`src/rtl/avs_pkg.sv`:
```
// Shared constants for the AVS event-capture block: state encoding, channel
// indices and a constant-width helper.
package avs_pkg;

    typedef enum logic [1:0] {
        ST_IDLE    = 2'd0,
        ST_ARMED   = 2'd1,
        ST_CAPTURE = 2'd2,
        ST_DRAIN   = 2'd3
    } state_e;

    localparam int unsigned CH_X = 0;
    localparam int unsigned CH_Y = 1;
    localparam int unsigned CH_P = 2;

    function automatic int unsigned clog2(input int unsigned v);
        int unsigned r;
        r = 0;
        for (int i = 0; i < 32; i++) begin
            if ((32'd1 << i) < v) r = 32'(i + 1);
        end
        return r;
    endfunction

endpackage

```
`src/rtl/capture_ram.sv`:
```
// Simple dual-port sample store: one write port, one registered read port
// with read-enable. Contents are deliberately not reset.
module capture_ram #(
    parameter int unsigned DEPTH = 64,
    parameter int unsigned DW    = 48,
    parameter int unsigned AW    = 6
) (
    input  logic          clock,
    input  logic          we,
    input  logic [AW-1:0] waddr,
    input  logic [DW-1:0] wdata,
    input  logic          re,
    input  logic [AW-1:0] raddr,
    output logic [DW-1:0] rdata
);

    logic [DW-1:0] mem [DEPTH];
    logic [DW-1:0] rdata_q;

    // Read data holds its value while re is low; the drain logic relies on it.
    always_ff @(posedge clock) begin
        if (we) mem[waddr] <= wdata;
        if (re) rdata_q <= mem[raddr];
    end

    assign rdata = rdata_q;

endmodule

```
`src/rtl/avs_event_capture.sv`:
```
// Event-triggered ring-buffer capture of multi-channel samples with a
// pre-trigger history, drained over a valid/ready stream.
module avs_event_capture
    import avs_pkg::*;
#(
    parameter int unsigned CHANNELS = 3,
    parameter int unsigned WIDTH    = 16,
    parameter int unsigned DEPTH    = 64,
    parameter int unsigned PRE      = 16,
    parameter int unsigned BINW     = 6
) (
    input  logic                      clock,
    input  logic                      reset,
    input  logic                      sample_valid,
    input  logic [CHANNELS*WIDTH-1:0] sample_in,
    input  logic                      eventDetected,
    input  logic [BINW-1:0]           freqbin,
    input  logic                      arm,
    output logic                      out_valid,
    input  logic                      out_ready,
    output logic [CHANNELS*WIDTH-1:0] out_data,
    output logic                      out_first,
    output logic                      out_last,
    output logic [BINW-1:0]           out_freqbin,
    output logic [1:0]                state,
    output logic                      overrun
);

    localparam int unsigned DW    = CHANNELS * WIDTH;
    localparam int unsigned ADDRW = clog2(DEPTH);
    localparam int unsigned PCW   = clog2(PRE + 1);
    localparam int unsigned POST  = DEPTH - PRE - 1;

    state_e            state_q, state_d;
    logic [ADDRW-1:0]  wr_ptr_q, wr_ptr_d;
    logic [ADDRW-1:0]  start_q, start_d;
    logic [ADDRW-1:0]  post_q, post_d;
    logic [ADDRW-1:0]  ld_cnt_q, ld_cnt_d;
    logic [ADDRW:0]    rd_cnt_q, rd_cnt_d;
    logic [PCW-1:0]    pre_q, pre_d;
    logic              ram_vld_q, ram_vld_d;
    logic              out_valid_q, out_valid_d;
    logic              out_first_q, out_first_d;
    logic              out_last_q, out_last_d;
    logic              overrun_q, overrun_d;
    logic [BINW-1:0]   freqbin_q, freqbin_d;
    logic [DW-1:0]     out_data_q, out_data_d;

    logic              ram_we_c;
    logic              rd_en_c;
    logic              out_load_c;
    logic [ADDRW-1:0]  rd_addr_c;
    logic [DW-1:0]     ram_rdata;

    assign rd_addr_c = start_q + rd_cnt_q[ADDRW-1:0];

    capture_ram #(
        .DEPTH (DEPTH),
        .DW    (DW),
        .AW    (ADDRW)
    ) u_ram (
        .clock (clock),
        .we    (ram_we_c),
        .waddr (wr_ptr_q),
        .wdata (sample_in),
        .re    (rd_en_c),
        .raddr (rd_addr_c),
        .rdata (ram_rdata)
    );

    // Next-state: FSM, ring pointers and the two-stage drain pipeline
    // (RAM read register followed by the output hold register).
    always_comb begin
        state_d     = state_q;
        wr_ptr_d    = wr_ptr_q;
        start_d     = start_q;
        post_d      = post_q;
        ld_cnt_d    = ld_cnt_q;
        rd_cnt_d    = rd_cnt_q;
        pre_d       = pre_q;
        ram_vld_d   = ram_vld_q;
        out_valid_d = out_valid_q;
        out_first_d = out_first_q;
        out_last_d  = out_last_q;
        overrun_d   = overrun_q;
        freqbin_d   = freqbin_q;
        out_data_d  = out_data_q;
        ram_we_c    = 1'b0;
        rd_en_c     = 1'b0;
        out_load_c  = 1'b0;

        case (state_q)
            ST_IDLE: begin
                if (arm) begin
                    state_d   = ST_ARMED;
                    pre_d     = '0;
                    overrun_d = 1'b0;
                end
            end
            ST_ARMED: begin
                if (sample_valid) begin
                    ram_we_c = 1'b1;
                    wr_ptr_d = wr_ptr_q + ADDRW'(1);
                    if (pre_q != PCW'(PRE)) pre_d = pre_q + PCW'(1);
                    if (eventDetected && (pre_q == PCW'(PRE))) begin
                        start_d   = wr_ptr_q - ADDRW'(PRE);
                        freqbin_d = freqbin;
                        post_d    = ADDRW'(POST);
                        rd_cnt_d  = '0;
                        ld_cnt_d  = '0;
                        ram_vld_d = 1'b0;
                        state_d   = (POST == 0) ? ST_DRAIN : ST_CAPTURE;
                    end
                end
            end
            ST_CAPTURE: begin
                if (sample_valid) begin
                    ram_we_c = 1'b1;
                    wr_ptr_d = wr_ptr_q + ADDRW'(1);
                    post_d   = post_q - ADDRW'(1);
                    if (post_q == ADDRW'(1)) state_d = ST_DRAIN;
                    if (eventDetected) overrun_d = 1'b1;
                end
            end
            ST_DRAIN: begin
                if (sample_valid && eventDetected) overrun_d = 1'b1;
                out_load_c = ram_vld_q && (!out_valid_q || out_ready);
                rd_en_c    = !rd_cnt_q[ADDRW] && (!ram_vld_q || out_load_c);
                if (rd_en_c) rd_cnt_d = rd_cnt_q + (ADDRW+1)'(1);
                ram_vld_d = rd_en_c || (ram_vld_q && !out_load_c);
                if (out_valid_q && out_ready) begin
                    out_valid_d = 1'b0;
                    out_first_d = 1'b0;
                    out_last_d  = 1'b0;
                    if (out_last_q) state_d = ST_IDLE;
                end
                if (out_load_c) begin
                    out_valid_d = 1'b1;
                    out_data_d  = ram_rdata;
                    out_first_d = (ld_cnt_q == '0);
                    out_last_d  = (ld_cnt_q == ADDRW'(DEPTH - 1));
                    ld_cnt_d    = ld_cnt_q + ADDRW'(1);
                end
            end
        endcase
    end

    always_ff @(posedge clock or negedge reset) begin
        if (!reset) begin
            state_q     <= ST_IDLE;
            wr_ptr_q    <= '0;
            start_q     <= '0;
            post_q      <= '0;
            ld_cnt_q    <= '0;
            rd_cnt_q    <= '0;
            pre_q       <= '0;
            ram_vld_q   <= 1'b0;
            out_valid_q <= 1'b0;
            out_first_q <= 1'b0;
            out_last_q  <= 1'b0;
            overrun_q   <= 1'b0;
            freqbin_q   <= '0;
            out_data_q  <= '0;
        end else begin
            state_q     <= state_d;
            wr_ptr_q    <= wr_ptr_d;
            start_q     <= start_d;
            post_q      <= post_d;
            ld_cnt_q    <= ld_cnt_d;
            rd_cnt_q    <= rd_cnt_d;
            pre_q       <= pre_d;
            ram_vld_q   <= ram_vld_d;
            out_valid_q <= out_valid_d;
            out_first_q <= out_first_d;
            out_last_q  <= out_last_d;
            overrun_q   <= overrun_d;
            freqbin_q   <= freqbin_d;
            out_data_q  <= out_data_d;
        end
    end

    assign out_valid   = out_valid_q;
    assign out_data    = out_data_q;
    assign out_first   = out_first_q;
    assign out_last    = out_last_q;
    assign out_freqbin = freqbin_q;
    assign state       = state_q;
    assign overrun     = overrun_q;

endmodule
```
`config.mk`:
```
export PLATFORM = sky130hd
export DESIGN_NAME = avs_event_capture
export DESIGN_NICKNAME = d
export VERILOG_FILES = /design/src/rtl/avs_pkg.sv /design/src/rtl/capture_ram.sv /design/src/rtl/avs_event_capture.sv
export SDC_FILE = /design/constraint.sdc
export NUM_CORES = 2
export LEC_CHECK = 0
export BUFFER_PORTS_ARGS = -buffer_cell sky130_fd_sc_hd__buf_2
export CORE_MARGIN = 2
export CORE_UTILIZATION = 35
export DETAILED_ROUTE_END_ITERATION = 10
export GPL_ROUTABILITY_DRIVEN = 1
export SYNTH_ARGS = -nofsm -noshare
export SYNTH_HDL_FRONTEND = slang
export SYNTH_HIERARCHICAL = 1
export SYNTH_SLANG_ARGS = --single-unit
```
`constraint.sdc`:
```
create_clock -name clock -period 13.3 [get_ports clock]
set_clock_uncertainty 0.2 [all_clocks]
set_input_delay 1.33 -clock clock [delete_from_list [all_inputs] [get_ports clock]]
set_output_delay 1.33 -clock clock [all_outputs]
set_load 0.01 [all_outputs]
```
==> impl_metrics.env <==
export IMPL_tightest_slew_ns=1.440
export IMPL_ys_seq_area_share_pct=78.58
export IMPL_grt_start_max_net_pins=126
export IMPL_ioPinCount=120
export IMPL_gp_congestion=0.7845
export IMPL_routedWlPerCell_microns=31.20
export IMPL_drive_gt1_share_pct=26.44
export IMPL_final_cell_mix="3120 x edfxtp_1, 754 x mux4_2, 329 x clkbuf_16"
export IMPL_cts_setup_buffers=0
export IMPL_critPathArrivalTime_ns=6.19
export IMPL_multi_input_comb_area_sq_um=25140
export IMPL_finalCritPeriodShare_pct=43.82
export IMPL_drt_iter0_markers=7029
export IMPL_fillers=30588
export IMPL_layout_commonest_cell="edfxtp_1"
export IMPL_cts_hold_buf=0
export IMPL_area_growth_pct=13.71
export IMPL_synthCells=5471
export IMPL_crit_top_cell="buf_4"
export IMPL_dr_pass1_iters=6
export IMPL_slew_headroom_pct=3.987
export IMPL_grt_total_usage_pct=18.30
export IMPL_regArea_sq_um=96120
export IMPL_dp_final_hpwl_microns=178800
export IMPL_ys_types=69
export IMPL_dr_total_vias=60313
export IMPL_worstSetupPathType="flop to flop"
export IMPL_hold_path_class="flop to flop"
export IMPL_setup_viol=0
export IMPL_cts_root_buf="clkbuf_16"
export IMPL_synth_edf_count=3120
export IMPL_clk_latency_ns=0.89
export IMPL_crit_path_cell_trace="ha_4, fa_4, buf_4, buf_4, buf_4, mux4_2, a22o_1, a221oi_1, a221oi_1"
export IMPL_cts_buffer_depth=4
export IMPL_cts_tree="done"
export IMPL_fin_nets=5848
export IMPL_max_stage_delay_ns=1.33
export IMPL_io_buffers=119
export IMPL_initial_core_util_pct=35.09
export IMPL_leakagePower_nw=43.48
export IMPL_period_minus_slack_ns=5.828
export IMPL_yosys_warnings=6
export IMPL_drc=0
export IMPL_synthesis_area_sq_um=122300
export IMPL_grt_pass1_wl_microns=463200
export IMPL_synth_flop_cell="edfxtp_1"
export IMPL_hold_violations=0
export IMPL_num_rows=217
export IMPL_clkSlewWorstSetupHoldPaths_ns=0.06
export IMPL_syn_area_per_cell_sq_um=22.36
export IMPL_crit_slowest_cell="fa_4"
export IMPL_cp_end_kind="flop"
export IMPL_power_density_nw_per_um2=200.3
export IMPL_drv_slew=0
export IMPL_overflow=0
export IMPL_start_kind="flop"
export IMPL_syn_nets=5550
export IMPL_rsz0062_at_grt="false"
export IMPL_tns_ns=0
export IMPL_fp_dieArea_sq_um=354200
export IMPL_ys_ff_latch=3217
export IMPL_die_w_microns=595.2
export IMPL_wirelength_microns=331700
export IMPL_status="finished clean"
export IMPL_design_core_area_sq_um=348600
export IMPL_vias_per_cell=5.674
export IMPL_worstPathRequired_ns=13.66
export IMPL_hold_worst_slack_ns=0.2349
export IMPL_htreeDepth=5
export IMPL_antenna_found_initial=28
export IMPL_async_flop_share_pct=3.015
export IMPL_ir_drop_v=0.0001913
export IMPL_die_y_microns=595.2
export IMPL_grt_pass1_vias=59899
export IMPL_path_max_fanout=48
export IMPL_cts_buffers_inserted=324
export IMPL_cts_resized_gates=0
export IMPL_maxCapViolations=0
export IMPL_detail_route_antenna_nets=0
export IMPL_clock_sinks=3217
export IMPL_max_freq_mhz=171.6
==> registers in the layout, indices dropped and copies added, names as in the netlist, 5 cells and up <==
signal	flops
ld_cnt_q	6
out_data	48
out_freqbin	6
post_q	6
pre_q	5
rd_cnt_q	7
start_q	6
u_ram/mem	3072
u_ram/rdata	48
wr_ptr_q	6
==> per-stage QoR <==
| stage | util (%) | worst slack (ns) | instances | instance area, sq um | total power [mW] |
|---|---|---|---|---|---|
| 6_report | 39.90 | 7.472 | 10629 | 139100 | 27.86 |
| 5_1_grt | 39.89 | 7.343 | 10625 | 139100 | 28.84 |
| 4_1_cts | 39.89 | 7.437 | 10625 | 139100 | 28.10 |
| 3_5_place_dp | 37.00 | 7.410 | 10042 | 129000 | 19.34 |
| 3_3_place_gp | 37.00 | 7.487 | 10042 | 129000 | 19.28 |
| 2_1_floorplan | - | 7.022 | 5471 | 122300 | 16.85 |
==> report_power, final <==
group / internal [mW] / switching, mW / total, mW
clock network: 5.01 / 3.79 / 8.79
logic: 2.95 / 4.27 / 7.21
registers: 11.6 / 0.241 / 11.9
==> cell families (layout without fill, tap and decap cells) <==
logic type      count (synthesis)  count (layout)  synth area share [%]
mux                           845             845                 14.66
buf+inv                       322             877                 1.365
other cells                     0               4                     0
simple gates                  491             491                 1.764
compound gates                566             566                 3.353
xor+xnor                       11              11               0.07876
fa+ha+maj                      19              19                0.2005
flops                        3217            3217                 78.58
==> path summary, 6_finish.rpt <==
check	startpoint	endpoint	slack [ns]	depth (start not counted)
max	rd_cnt_q[0]	u_ram/rdata[11]	7.47	9
min	u_ram/rdata[30]	out_data[30]	0.23	2
max reg2reg	rd_cnt_q[0]	u_ram/rdata[11]	7.47	9
min reg2reg	u_ram/rdata[30]	out_data[30]	0.23	2
max in group asynchronous	reset	rd_cnt_q[1]	11.33	2
min in group asynchronous	reset	out_data[16]	0.25	1
==> final cells by class <==
| class | count | share of cell area, % |
|---|---|---|
| sequential | 3217 | 69.11 |
| multi-input combinational | 1932 | 18.08 |
| clock buffer | 425 | 6.214 |
| tap | 4599 | 4.137 |
| timing repair buffer | 276 | 1.367 |
| clock inverter | 158 | 1.043 |
| inverter | 18 | 0.04858 |
| antenna | 4 | 0.007197 |
==> synth_stat cells, types with 3 or more instances <==
library cell,number,share of area (%)
nand2b_1,16,0.082
a21o_1,3,0.018
buf_1,14,0.043
a31oi_1,12,0.061
a32o_1,3,0.025
nand3_1,18,0.074
or3_1,4,0.020
nand4_1,7,0.036
nand3b_1,6,0.037
nor2_1,147,0.45
a311oi_1,11,0.079
mux2_2,25,0.23
a221oi_1,83,0.59
and2_1,5,0.026
xnor2_1,7,0.050
buf_4,62,0.38
clkbuf_1,111,0.34
a22o_1,58,0.42
inv_1,18,0.055
edfxtp_1,3120,77
nor2b_1,29,0.15
xor2_1,4,0.029
or3b_2,4,0.029
buf_6,13,0.12
dfrtp_1,97,2.0
a31o_2,5,0.036
mux2i_1,65,0.53
a211oi_1,34,0.21
ha_1,18,0.18
nor3b_1,3,0.018
o21ai_0,15,0.061
a22oi_1,74,0.45
and3_1,4,0.020
or2_2,3,0.015
nand2_1,223,0.68
a21oi_1,94,0.38
buf_2,103,0.42
mux4_2,754,14
nor3_1,12,0.049
o221ai_1,31,0.22
o22ai_1,124,0.63
==> layer usage <==
layer | part of all wire [%] | vias to the layer above | global-route usage [%]
met5 | 0.0081 | - | 0
met4 | 2.5 | 4 | 4.458
met3 | 8.2 | 526 | 2.903
met2 | 48 | 2802 | 29.89
met1 | 41 | 33086 | 25.73
li1 | - | 23895 | -
==> worst max-delay path, delay by kind of cell, from the launching register on <==
kind,cells,cell delay (ns)
buffers and inverters,3,1.95
adder cells (fa/ha/maj),2,1.53
AO/OA/AOI/OAI,3,0.84
multiplexers,1,0.42
flip-flops,1,0.45
Note: power is estimated with default switching activity, not from simulation.
